$ cat src/rtl/fwd_hazard_unit.sv
// Operand forwarding plus a per-register latency scoreboard for multi-cycle producers.
// Optional stall-cycle performance counter is enabled by defining FWD_PERF_CNT_EN.
module fwd_hazard_unit #(
  parameter  int unsigned REG_ADDR_W = 5,
  parameter  int unsigned MAX_LAT    = 15,
  localparam int unsigned LAT_W      = $clog2(MAX_LAT + 1)
) (
  input  logic                  clk,
  input  logic                  rst_n,
  input  logic [REG_ADDR_W-1:0] idex_rs1,
  input  logic [REG_ADDR_W-1:0] idex_rs2,
  input  logic                  idex_use_rs1,
  input  logic                  idex_use_rs2,
  input  logic                  issue_valid,
  input  logic                  issue_regwr,
  input  logic [REG_ADDR_W-1:0] issue_rd,
  input  logic [LAT_W-1:0]      issue_lat,
  input  logic                  exmem_regwr,
  input  logic                  memwb_regwr,
  input  logic [REG_ADDR_W-1:0] exmem_rd,
  input  logic [REG_ADDR_W-1:0] memwb_rd,
  input  logic                  flush,
  output logic [1:0]            forwardA,
  output logic [1:0]            forwardB,
  output logic                  stall,
  output logic                  busy_any
`ifdef FWD_PERF_CNT_EN
  ,
  output logic [31:0]           stall_cycles
`endif
);

  localparam int unsigned      NREG      = 2 ** REG_ADDR_W;
  localparam logic [LAT_W-1:0] MAX_LAT_V = LAT_W'(MAX_LAT);

  logic [LAT_W-1:0] cnt [NREG];
  logic [LAT_W-1:0] latSat;
  logic             accept;
  logic             rs1Busy;
  logic             rs2Busy;

  function automatic logic [1:0] fwdSel(
    input logic [REG_ADDR_W-1:0] rs,
    input logic                  useRs,
    input logic                  exWr,
    input logic [REG_ADDR_W-1:0] exRd,
    input logic                  memWr,
    input logic [REG_ADDR_W-1:0] memRd
  );
    logic hitEx;
    logic hitMem;
    hitEx  = exWr  && (exRd  != '0) && (exRd  == rs) && useRs;
    hitMem = memWr && (memRd != '0) && (memRd == rs) && useRs;
    if (hitEx)       return 2'b10;
    else if (hitMem) return 2'b01;
    else             return 2'b00;
  endfunction

  always_comb begin
    forwardA = fwdSel(idex_rs1, idex_use_rs1, exmem_regwr, exmem_rd, memwb_regwr, memwb_rd);
    forwardB = fwdSel(idex_rs2, idex_use_rs2, exmem_regwr, exmem_rd, memwb_regwr, memwb_rd);
  end

  always_comb begin
    rs1Busy = idex_use_rs1 && (cnt[idex_rs1] != '0);
    rs2Busy = idex_use_rs2 && (cnt[idex_rs2] != '0);
    stall   = rs1Busy || rs2Busy;
    accept  = issue_valid && !stall && !flush;
    latSat  = (issue_lat > MAX_LAT_V) ? MAX_LAT_V : issue_lat;
  end

  always_comb begin
    busy_any = 1'b0;
    for (int unsigned r = 0; r < NREG; r++) begin
      busy_any = busy_any | (cnt[r] != '0);
    end
  end

  // Entry 0 is rewritten to zero every cycle so x0 can never stall a reader.
  always_ff @(posedge clk or negedge rst_n) begin
    if (!rst_n) begin
      for (int unsigned r = 0; r < NREG; r++) begin
        cnt[r] <= '0;
      end
    end else begin
      for (int unsigned r = 0; r < NREG; r++) begin
        if (r == 0 || flush) begin
          cnt[r] <= '0;
        end else if (accept && issue_regwr && issue_rd == REG_ADDR_W'(r)) begin
          cnt[r] <= latSat;
        end else if (cnt[r] != '0) begin
          cnt[r] <= cnt[r] - LAT_W'(1);
        end
      end
    end
  end

`ifdef FWD_PERF_CNT_EN
  always_ff @(posedge clk or negedge rst_n) begin
    if (!rst_n) begin
      stall_cycles <= '0;
    end else if (stall && stall_cycles != '1) begin
      stall_cycles <= stall_cycles + 32'd1;
    end
  end
`endif

endmodule

$ cat config.mk
export PLATFORM = sky130hd
export DESIGN_NAME = fwd_hazard_unit
export DESIGN_NICKNAME = d
export VERILOG_FILES = /design/src/rtl/fwd_hazard_unit.sv
export SDC_FILE = /design/constraint.sdc
export NUM_CORES = 1
export LEC_CHECK = 0
export BUFFER_PORTS_ARGS = -buffer_cell sky130_fd_sc_hd__buf_2
export CAP_MARGIN = 0
export CORE_MARGIN = 3
export CORE_UTILIZATION = 67
export DETAILED_ROUTE_END_ITERATION = 8
export PLACE_DENSITY = 0.9
export SETUP_SLACK_MARGIN = 0.3
export SLEW_MARGIN = 10
export SYNTH_ARGS = -nofsm -noshare
export SYNTH_HDL_FRONTEND = slang
export SYNTH_SLANG_ARGS = --single-unit
$ cat constraint.sdc
create_clock -name clk -period 6.55 [get_ports clk]
set_input_delay 0.655 -clock clk [delete_from_list [all_inputs] [get_ports clk]]
set_output_delay 0.655 -clock clk [all_outputs]
set_load 0.005 [all_outputs]
==> Yosys cells after proc, flatten, opt, wreduce, memory -nomap -nowiden <==
Index checks and enable logic that the tools add are counted.
W data, S select, Z words.
{ "word_totals": {"ff_bits": 124, "in_bits": 38, "out_inout_bits": 6, "elab_cells": 351} }
{ "op_classes": {"n_addsub": 31, "magnitude_cmp": 3, "eq_ne": 35, "n_mux": 104, "bitwise": 32, "n_reduce_logical": 115} }
{ "op_table": {"columns": ["cell", "n"], "rows": [
  ["$mux W4", 98],
  ["$reduce_bool A4 Y1", 33],
  ["$sub A4 B1 Y4 const B", 31],
  ["$reduce_bool A3 Y1", 31],
  ["$eq A5 B5 Y1 const B", 16],
  ["$logic_and A1 B1 Y1", 46],
  ["$bmux W4 S5", 2],
  ["$eq A5 B4 Y1 const B", 8],
  ["$or A1 B1 Y1", 30],
  ["$eq A5 B3 Y1 const B", 4],
  ["$eq A5 B5 Y1", 4],
  ["$ge A6 B6 Y1 const B", 2],
  ["$not A5 Y6", 2],
  ["$eq A5 B2 Y1 const B", 2],
  ["$reduce_bool A5 Y1", 2],
  ["$eq A5 B1 Y1 const B", 1],
  ["$gt A4 B4 Y1 const B", 1],
  ["$mux W2", 2],
  ["$logic_not A1 Y1", 2],
  ["$mux W1", 2],
  ["$logic_or A1 B1 Y1", 1]
]} }

==> Depth between registers and ports, before layout <==
Gate-level depths: netlist (run 1).
{ "depth": {"ltp_word": 31, "mapped_depth": 11, "ltp_nobuf": 7} }

==> Worst setup path after synthesis (run 1) <==
No wires, ideal clock.
{ "synth_timing": {"path_kind": "input -> output", "startpoint": "in idex_rs1[0]", "endpoint": "out stall", "t_arrival_ps": 2468, "required_time_ps": 5895, "path_slack_ps": 3427, "path_stages": 7, "n_path_buf": 3, "cell_sequence": "buf_2 buf_1 o311ai_0 a2111oi_0 a211oi_4 buf_2 nand2_1"} }
{ "synth_via": {"elab_chain_cells": 7} }
{ "synth_lines": {"columns": ["item", "line_no", "rtl"], "rows": [
  ["from (decl)", "10", "input logic [REG_ADDR_W-1:0] idex_rs1,"],
  ["$not A5 Y6 (not written as such)", "65", "rs1Busy = idex_use_rs1 && (cnt[idex_rs1] != '0);"],
  ["$bmux W4 S5", "65", null],
  ["$mux W4 (not written as such) (2 in a row)", "65", null],
  ["$reduce_bool A4 Y1", "65", null],
  ["$logic_and A1 B1 Y1", "65", null],
  ["$logic_or A1 B1 Y1", "67", "stall = rs1Busy || rs2Busy;"],
  ["to (decl)", "25", "output logic stall,"]
]} }
Every way passes these cells. The select of a mux whose other input is x is not followed.

==> Worst setup path in the final report (run 1) <==
{ "layout_timing": {"startpoint": "reg cnt[109] (netlist name)", "endpoint": "out stall"} }
{ "layout_via": {"elab_chain_cells": 6, "elab_cells_between_ends": 11, "cone_classes": "mux (6); reduce/logical (5)"} }
{ "layout_lines": {"columns": ["item", "line_no", "rtl"], "rows": [
  ["from (decl)", "36", "logic [LAT_W-1:0] cnt [NREG];"],
  ["from (signal, indexed assignment)", "90", "cnt[r] <= latSat;"],
  ["from (signal, indexed assignment)", "92", "cnt[r] <= cnt[r] - LAT_W'(1);"],
  ["$bmux W4 S5 (on tied branches)", "65, 66", null],
  ["$mux W4 (on tied branches) (2 in a row)", "65, 66", null],
  ["$reduce_bool A4 Y1 (on tied branches)", "65, 66", null],
  ["$logic_and A1 B1 Y1 (on tied branches)", "65, 66", null],
  ["$logic_or A1 B1 Y1 *", "67", null]
]} }
Every way passes the cells marked *; elsewhere a longest branch is shown, timed or not. The select of a mux whose other input is x is not followed.

==> results of run 1 <==
-- routing by layer --
layer	vias to the layer above	part of all wire, %	wire length, µm	track usage [%]
li1	3615	-	-	-
met5	-	0.053	13	0
met1	3902	40	9670	41.8
met4	2	4.2	1020	16.8
met2	407	48	11700	53.4
met3	102	8.5	2080	8.40
-- cells by family (layout without fill, tap and decap cells) --
| logic type | after synthesis | after routing | synth area share, % |
|---|---|---|---|
| and+or+nand+nor | 383 | 383 | 24.8 |
| muxes | 139 | 139 | 16.6 |
| AOI/OAI and AO/OA | 135 | 135 | 11.3 |
| DFF | 124 | 124 | 33.5 |
| buffers and inverters | 109 | 145 | 4.78 |
| xor gates and xnor gates | 51 | 51 | 4.82 |
| adders and majority gates | 31 | 31 | 4.19 |
-- cell usage in the layout, fill, tap and decap left out, types with 16 or more instances in the layout --
cell type,instances
mux2_2,20
mux2_1,46
a211o_1,31
ha_1,31
buf_2,41
nor2_1,134
xnor2_1,42
inv_1,63
nor4_1,32
nor3_1,30
or3_1,17
a21oi_1,22
nand2b_1,16
nand2_1,57
a221oi_1,32
nor2b_1,20
mux2i_1,68
dfrtp_1,124
clkbuf_16,17
-- layout make-up --
cell class | instances | area [µm²] | area share, %
clock buffer | 25 | 505 | 4.98
clock inverter | 7 | 85.1 | 0.838
inverter | 63 | 236 | 2.33
multi-input combinational | 739 | 5720 | 56.3
sequential | 124 | 3100 | 30.5
tap | 176 | 220 | 2.17
timing repair buffer | 50 | 285 | 2.81
-- synth_stat cells (all sizes together) (3+ instances only) --
cell type	count
nand4	23
ha	31
o21ai	12
nor4b	4
buf	17
clkbuf	29
nor2	134
a221oi	32
a211o	31
mux2i	68
a21oi	22
a32oi	3
nor3	30
nand4b	16
or3	17
inv	63
o31ai	13
xnor2	42
mux2	66
a22oi	7
nand2	57
nor2b	21
or4	11
nor4	32
nand2b	16
dfrtp	124
nor3b	4
xor2	9
nand3	6
mux4	5
-- power breakdown --
group,internal [µW],leakage (µW),switching (µW),total [µW]
clock network,607,0.000297,337,943
registers,1050,0.00164,331,1380
logic,1030,0.00288,1360,2390
total,2680,0.00482,2030,4720
-- stage by stage --
step / cell area, µm² / util, % / power, µW / setup WS (ns)
global placement: 9570 / 71.4 / 3540 / 2.42
global route: 10200 / 75.8 / 5030 / 2.17
floorplan: 9270 / - / 3100 / 3.43
finish: 10200 / 75.8 / 4720 / 2.26
CTS: 10200 / 75.8 / 4670 / 2.38
detailed placement: 9570 / 71.4 / 3660 / 2.37
-- worst max-delay path: stages, from the launching register on --
cell and delay [ns]:
dfrtp_1 0.40, nor4_1 0.89, mux2i_1 0.19, a22oi_1 0.23, nand4_1 0.18, a211oi_4 0.64, buf_12 0.37, nand2_1 0.12
buf_2 0.17
-- worst paths after layout --
path                           from  endpoint  depth (start not counted)
setup reg to reg            cnt[33]   cnt[88]                          8
setup / recovery           cnt[109]     stall                          8
min in group clk            cnt[20]   cnt[20]                          2
max in group asynchronous     rst_n   cnt[95]                          2
hold / removal                rst_n   cnt[29]                          1
hold reg to reg             cnt[20]   cnt[20]                          2
==> summary.md, run 1 <==
| Metric | Value |
|---|---|
| Final Max Slew Viols | `0` |
| # Post-CTS Setup Buffers | `0` |
| Die Height | `124 µm` |
| WHS | `0.411 ns` |
| Final Wtd Congestion | `0.895` |
| Fin cells | `1184` |
| Row cnt | `42` |
| Max cap viols | `0` |
| Post-Synthesis Cell Area | `0.00927 mm²` |
| Htree depth | `4` |
| Mean number of vias per cell | `6.78` |
| Fill count | `866` |
| Vias in the first global route | `7884` |
| Critical Path Fanout Max | `26` |
| Syn_nets | `1041` |
| Initial DRC Count | `906` |
| Largest registers | `cnt (124)` |
| Crit. End Element | `primary output` |
| Final hold viol count | `0` |
| Final count of negative-setup-slack endpoints | `0` |
| # clock sinks | `124` |
| Post-synth top area share | `33.5%` |
| Async SR Flop Fraction | `100%` |
| Synth area leaders | `dfrtp_1, mux2i_1, mux2_1` |
| Net count, final | `1064` |
| DRC | `0` |
| Initial antenna violation count | `1` |
| FF+latch count, synth | `124` |
| Core area | `0.0134 mm²` |
| GRT Overall Usage | `33.3%` |
| Unrepaired setup endpoints after global routing | `no` |
| R2R setup slack | `2.47 ns` |
| Worst-Margin Slew | `1.08 ns` |
| Clock Path Buffers | `2` |
| Die area | `0.0153 mm²` |
| Global-route wire length before repair | `39500 µm` |
| Hold Path Class | `input port to async pin` |
| Input/output buffers | `43` |
| Final ANT Viol Nets | `0` |
| Boundary Pins | `44` |
| Minimum clock period | `4.29 ns` |
| Synth Flop Type | `dfrtp_1` |
| CTS tree | `done` |
| Via Count | `8028` |
| Max reg flops | `124` |
| Crit path arrival time | `3.64 ns` |
| Ratio of cells with drive above 1 in the final layout | `13.6%` |
| WL/cell | `20.6 µm` |
| Synth cell types | `61` |
| CTS resizes | `0` |
| Ant diodes | `0` |
| Max VDD drop | `0.256 mV` |
| Worst skew pair latency | `0.42 ns` |
| Static Leakage | `0.00482 µW` |
| Fmax achieved | `233 MHz` |
| Final clock skew | `0.00839 ns` |
| Final worst path period share | `65.5%` |
| DRT Wirelength | `24400 µm` |
| Num CTS Buffers | `17` |
| Post-synth EDFFs | `0` |
| CTS Root Cell | `clkbuf_16` |
| Total placed cells including tap cells | `1152` |
| Drt first pass iters | `5` |
| Largest net degree at the start of global routing | `84` |
| Ys Warns | `0` |
| Setup crit start kind | `register` |
| CTS hold repair buffers | `0` |
| Avg Inst Size Synth | `9.53 µm²` |
| Area Overhead vs Synth | `9.63%` |
| Status | `completed` |
| Seq/Total Area, Yosys | `33.5%` |
| Synth area leader | `dfrtp_1` |
| Synth Instances | `972` |
| CP required | `5.89 ns` |
| Crit Path Class | `register to primary output` |
| Relative slew slack | `28.1%` |
| Post-DP HPWL | `16000 µm` |
| PwrDens | `464 mW/mm²` |
| Clock-pin slew on the worst setup and hold paths | `0.06 ns` |
| Grt total ovfl | `0` |
| Chip width | `124 µm` |
| Top reg by flops | `cnt` |
| Final TNS setup | `0 ns` |
| Starting density of the core | `69.2%` |
Power figures use the tool's default switching activity.
==> run 2: changes to the inputs <==
--- a/config.mk
+++ b/config.mk
@@ -8,9 +8,9 @@
 export BUFFER_PORTS_ARGS = -buffer_cell sky130_fd_sc_hd__buf_2
 export CAP_MARGIN = 0
 export CORE_MARGIN = 3
-export CORE_UTILIZATION = 67
+export CORE_UTILIZATION = 57
 export DETAILED_ROUTE_END_ITERATION = 8
-export PLACE_DENSITY = 0.9
+export PLACE_DENSITY = 0.82
 export SETUP_SLACK_MARGIN = 0.3
 export SLEW_MARGIN = 10
 export SYNTH_ARGS = -nofsm -noshare
==> constraint.sdc (replaced) <==
create_clock -name clk -period 3.8 [get_ports clk]
set_input_delay 0.38 -clock clk [delete_from_list [all_inputs] [get_ports clk]]
set_output_delay 0.38 -clock clk [all_outputs]
set_load 0.005 [all_outputs]
==> run 2 against run 1 <==
  * Sequential share of layout area down 0.59 points
  * Flip-flop and latch count unchanged
  * Cell count up 4.8%
  * Power up 70%
  * Design area up 2.0%
==> summary.md, run 2 (synthesis results as in run 1) <==
| Metric | Value |
|---|---|
| Crit path arrival time | `3.05 ns (-0.59 ns)` |
| CTS Root Cell | `clkbuf_16` |
| PwrDens | `774 mW/mm² (+67%)` |
| Htree depth | `4 (unchanged)` |
| Die area | `0.0178 mm² (+17%)` |
| Max reg flops | `124 (unchanged)` |
| Max stage delay on crit path | `0.60 ns (-0.29 ns)` |
| Hold Path Class | `input port to async pin` |
| Slowest cell on the critical path | `or4_1` |
| Starting density of the core | `59.6% (-9.5 points)` |
| Chip width | `134 µm (+8.0%)` |
| Largest net degree at the start of global routing | `80 (-4.8%)` |
| # clock sinks | `124 (unchanged)` |
| WHS | `0.508 ns (+0.0967 ns)` |
| Largest registers | `cnt (124)` |
| Fmax achieved | `291 MHz` |
| Crit-path cells | `or4_1 -> mux4_2 -> nor3b_1 -> a21oi_1 -> a32oi_4 -> buf_4 -> nand2_1 -> buf_2` |
| Input/output buffers | `43 (unchanged)` |
| Ant diodes | `0 (unchanged)` |
| Post-DP HPWL | `16400 µm (+2.5%)` |
| Unrepaired setup endpoints after global routing | `no` |
| Final count of negative-setup-slack endpoints | `0 (unchanged)` |
| Grt total ovfl | `0 (unchanged)` |
| Crit Path Class | `register to primary output` |
| Row cnt | `45 (+7.1%)` |
| Final Max Slew Viols | `0 (unchanged)` |
| Placed Area | `0.00979 mm² (+2.3%)` |
| Minimum clock period | `3.43 ns` |
| Critical Path Fanout Max | `9 (-65%)` |
| Crit. End Element | `primary output` |
| Initial DRC Count | `759 (-16%)` |
| Setup crit start kind | `register` |
| Clock Path Buffers | `2 (unchanged)` |
| Initial antenna violation count | `0 (-1)` |
| Relative slew slack | `33.6% (+5.5 points)` |
| Worst skew pair latency | `0.43 ns (about the same)` |
| Top reg by flops | `cnt` |
| WL/cell | `19.4 µm (-5.9%)` |
| Final hold viol count | `0 (unchanged)` |
| Drt first pass iters | `6 (+1)` |
| Net count, final | `1087 (+2.2%)` |
| DRC | `0 (unchanged)` |
| Worst-Margin Slew | `0.996 ns (-0.0819 ns)` |
| Clock-pin slew on the worst setup and hold paths | `0.06 ns (about the same)` |
| Final Wtd Congestion | `0.882 (-1.5%)` |
| Status | `completed` |
| Util after Layout | `66.7% (-9.1 points)` |
| Most frequent cells in the layout | `nor2_1, dfrtp_1, mux2i_1, inv_1, nand2_1` |
| DRT Wirelength | `24100 µm (-1.4%)` |
| GRT Overall Usage | `27.9% (-5.4 points)` |
| Most common cell after layout, fill and taps aside | `nor2_1` |
| Final Instance Area | `0.0104 mm² (+2.0%)` |
| Max cap viols | `0 (unchanged)` |
| Global-route wire length before repair | `39500 µm (unchanged)` |
| CTS tree | `done` |
| Max VDD drop | `0.441 mV (+72%)` |
| Static Leakage | `0.00492 µW (+2.0%)` |
| Via Count | `7875 (-1.9%)` |
| Final ANT Viol Nets | `0 (unchanged)` |
| Final worst path period share | `90.3%` |
| CTS resizes | `0 (unchanged)` |
| Final clock skew | `0.00610 ns (-0.00228 ns)` |
| Vias in the first global route | `7555 (-4.2%)` |
| Mean number of vias per cell | `6.35 (-6.4%)` |
| Area Overhead vs Synth | `11.8%` |
| Ratio of cells with drive above 1 in the final layout | `15.4% (+1.8 points)` |
| Core area | `0.0155 mm² (+16%)` |
| Die Height | `134 µm (+8.0%)` |
| CP required | `3.42 ns (-2.47 ns)` |
| Boundary Pins | `44 (unchanged)` |
| Final TNS setup | `0 ns (unchanged)` |
| Num CTS Buffers | `17 (unchanged)` |
run 2: repair_timing:
| item | 4_1_cts | 5_1_grt |
|---|---|---|
| hold endpoints to repair | 45 | 0 |
| buffers inserted | 2 | 0 |
| setup endpoints to repair | 1 | 0 |
| hold buffers | 1 | 0 |
run 2: final cells by class:
type	count	area, µm²
multi-input cells	739	5730
fillers	1211	5180
flip-flops and latches	124	3100
inverters	63	236
clock buffers	23	478
clock inverters	8	67.6
well taps	211	264
repair buffers	73	485
run 2: stage by stage:
step                      setup slack (ns)  total power, µW  instances
after global routing                 0.317             8660       1241
final                                0.368             8020       1241
after CTS                            0.407             7980       1241
after detailed placement             0.459             6400       1207
after floorplan                      0.917             5350        972
after global placement               0.525             6240       1207
run 2: path summary, 6_finish.rpt:
check	from	to	slack, ns	cells past startpoint
max	cnt[44]	stall	0.37	8
min	rst_n	cnt[13]	0.51	2
max reg2reg	cnt[44]	cnt[27]	0.44	10
min reg2reg	cnt[20]	cnt[20]	0.63	2
max in group asynchronous	rst_n	cnt[96]	2.46	3
min in group clk	issue_rd[1]	cnt[94]	0.52	4
run 2: power breakdown:
| part | internal (µW) | switching, µW |
|---|---|---|
| combinational | 1880 | 2250 |
| clock | 937 | 582 |
| sequential | 1810 | 553 |
| total | 4630 | 3390 |
run 2: per-layer routing:
metal  wire (µm)  GRT usage (%)  vias to the layer above
met3        2070           6.84                       54
met4         619           9.14                        0
met5           0              0                        -
met1       10000           36.7                     3832
met2       11400           45.5                      322
li1            -              -                     3667
run 2: worst max-delay path: cells and delay by family, from the launching register on:
family	cells	cell delay (ns)
simple gates	3	0.92
mux	1	0.48
buf+inv	2	0.42
flops	1	0.42
compound gates	2	0.38
==> run 3: changes to the inputs <==
--- a/config.mk
+++ b/config.mk
@@ -8,9 +8,9 @@
 export BUFFER_PORTS_ARGS = -buffer_cell sky130_fd_sc_hd__buf_2
 export CAP_MARGIN = 0
 export CORE_MARGIN = 3
-export CORE_UTILIZATION = 57
+export CORE_UTILIZATION = 63
 export DETAILED_ROUTE_END_ITERATION = 8
-export PLACE_DENSITY = 0.82
+export PLACE_DENSITY = 0.85
 export SETUP_SLACK_MARGIN = 0.3
 export SLEW_MARGIN = 10
 export SYNTH_ARGS = -nofsm -noshare
==> constraint.sdc (replaced) <==
create_clock -name clk -period 3.3 [get_ports clk]
set_input_delay 0.33 -clock clk [delete_from_list [all_inputs] [get_ports clk]]
set_output_delay 0.33 -clock clk [all_outputs]
set_load 0.005 [all_outputs]
==> run 3 against run 2 <==
  * The flow now finishes with violations (negative setup slack)
  * Critical path depth up 3
  * Cell count grew 3.4%
  * Clock skew rose by 0.0036 ns
  * Largest power group unchanged
  * Critical path type is now register to register
  * Highest routed layer is now met5
==> summary.md, run 3 (synthesis results as in run 1) <==
| Metric | Value |
|---|---|
| Clock Path Buffers | `2 (unchanged)` |
| Vias in the first global route | `8415 (+11%)` |
| Final ANT Viol Nets | `0 (unchanged)` |
| Setup WS post-layout | `-0.0139 ns (-0.382 ns)` |
| GRT Overall Usage | `34.9% (+7.0 points)` |
| Failing checks | `negative setup slack` |
| Largest net degree at the start of global routing | `91 (+14%)` |
| Mean number of vias per cell | `7.11 (+12%)` |
| Chip width | `127 µm (-4.7%)` |
| CP required | `3.57 ns (+0.15 ns)` |
| Final Wtd Congestion | `0.917 (+4.0%)` |
| DRC | `0 (unchanged)` |
| Post-DP HPWL | `16500 µm (+0.60%)` |
| WL/cell | `25.3 µm (+30%)` |
| Util after Layout | `82.5% (+16 points)` |
| Via Count | `9117 (+16%)` |
| Input/output buffers | `43 (unchanged)` |
| Static Leakage | `0.00555 µW (+13%)` |
| DRT Wirelength | `32500 µm (+35%)` |
| Initial antenna violation count | `1 (+1)` |
| Final clock skew | `0.00972 ns (+0.00362 ns)` |
| Most common cell after layout, fill and taps aside | `nor2_1` |
| Global-route wire length before repair | `44600 µm (+13%)` |
| Starting density of the core | `65.5% (+5.9 points)` |
| CTS Root Cell | `clkbuf_16` |
| Ratio of cells with drive above 1 in the final layout | `29.6% (+14 points)` |
| Htree depth | `4 (unchanged)` |
| Setup crit start kind | `register` |
| Final hold viol count | `0 (unchanged)` |
| Boundary Pins | `44 (unchanged)` |
| Unrepaired setup endpoints after global routing | `yes` |
| Grt total ovfl | `0 (unchanged)` |
| Largest registers | `cnt (124)` |
| Critical Path Fanout Max | `8 (-1)` |
| WP depth | `11 (+3)` |
| Buf/Inv on CP | `4 (+2)` |
| Crit. End Element | `register` |
| Drt first pass iters | `6 (unchanged)` |
| Hold Path Class | `input port to async pin` |
| Slowest cell on the critical path | `or4_4` |
| Top reg by flops | `cnt` |
| Status | `finished with violations` |
| Area Overhead vs Synth | `25.9%` |
| Initial DRC Count | `1091 (+44%)` |
| Worst skew pair latency | `0.44 ns (about the same)` |
| PwrDens | `947 mW/mm² (+22%)` |
| Crit Path Class | `register to register` |
| Reg2Reg Depth | `11 (+1)` |
| Crit path arrival time | `3.59 ns (+0.54 ns)` |
| Row cnt | `43 (-4.4%)` |
| Fmax achieved | `302 MHz` |
| Final count of negative-setup-slack endpoints | `1 (+1)` |
| Worst-Margin Slew | `1.20 ns (+0.205 ns)` |
| Die Height | `127 µm (-4.7%)` |
| Max reg flops | `124 (unchanged)` |
| CP most frequent cell | `buf_4` |
| CTS tree | `done` |
| Ant diodes | `0 (unchanged)` |
| Minimum clock period | `3.31 ns` |
| Final Max Slew Viols | `0 (unchanged)` |
| Most frequent cells in the layout | `nor2_1, dfrtp_1, buf_4, mux2i_1, inv_1` |
| Num CTS Buffers | `17 (unchanged)` |
| Clock-pin slew on the worst setup and hold paths | `0.06 ns (about the same)` |
| # clock sinks | `124 (unchanged)` |
| Net count, final | `1159 (+6.6%)` |
| Relative slew slack | `19.9% (-14 points)` |
| Top delay family on crit path | `compound AO/OA/AOI/OAI gates` |
| Max cap viols | `0 (unchanged)` |
| Crit-path cells | `or4_4 -> buf_4 -> o22ai_1 -> a311oi_1 -> o311a_1 -> a32oi_4 -> buf_12 -> buf_8 -> nand4b_1 -> buf_4 -> mux2i_1` |
| Final worst path period share | `100%` |
| WHS | `0.399 ns (-0.109 ns)` |
| Max VDD drop | `0.535 mV (+21%)` |
| Max stage delay on crit path | `0.61 ns (about the same)` |
| Core area | `0.0141 mm² (-8.9%)` |
| Die area | `0.0162 mm² (-9.1%)` |
| Fill count | `693 (-43%)` |
## run 3: worst paths after layout
path	from	to	slack, ns
max	cnt[41]	cnt[35]	-0.01
max reg2reg	cnt[41]	cnt[35]	-0.01
max in group asynchronous	rst_n	cnt[38]	1.96
min	rst_n	cnt[89]	0.40
min reg2reg	cnt[2]	cnt[2]	0.66
min in group clk	issue_rd[4]	cnt[94]	0.53
## run 3: routing by layer
layer	track usage [%]	vias to the layer above	wire length, µm
met5	0	-	11
met4	17.1	2	2610
met3	9.74	275	3850
met2	57.2	700	14500
met1	42.4	4332	11500
li1	-	3808	-
## run 3: power by group
part	total, µW	switching (µW)	internal (µW)
clock network	1960	753	1210
registers	2760	672	2090
logic	6330	3380	2940
## run 3: cell type report
| type | instances | area (µm²) | share of cell area [%] |
|---|---|---|---|
| clock buffers | 19 | 443 | 3.80 |
| clock inverters | 13 | 166 | 1.43 |
| inverters | 63 | 236 | 2.03 |
| multi-input cells | 739 | 6210 | 53.3 |
| flip-flops and latches | 124 | 3110 | 26.6 |
| well taps | 180 | 225 | 1.93 |
| repair buffers | 145 | 1280 | 10.9 |
## run 3: stage by stage
stage	TNS, ns	area [µm²]	total power, µW	setup slack, ns	cells
after floorplan	0	9270	6160	0.417	972
after global placement	0	9870	7250	0.232	1188
after detailed placement	0	9870	7450	0.150	1188
after CTS	0	11100	10000	0.198	1258
after global routing	0	11700	11600	0.00974	1283
final	-0.0139	11700	11000	-0.0139	1283
## run 3: timing repair
| action | 4_1_cts | 5_1_grt |
|---|---|---|
| cloned | 3 | 3 |
| pin swaps | 12 | 17 |
| hold buffers | 1 | 0 |
| gates resized for setup | 50 | 78 |
| endpoints found under the hold margin | 34 | 0 |
| setup buffers | 34 | 22 |
| endpoints found under the setup margin | 77 | 97 |
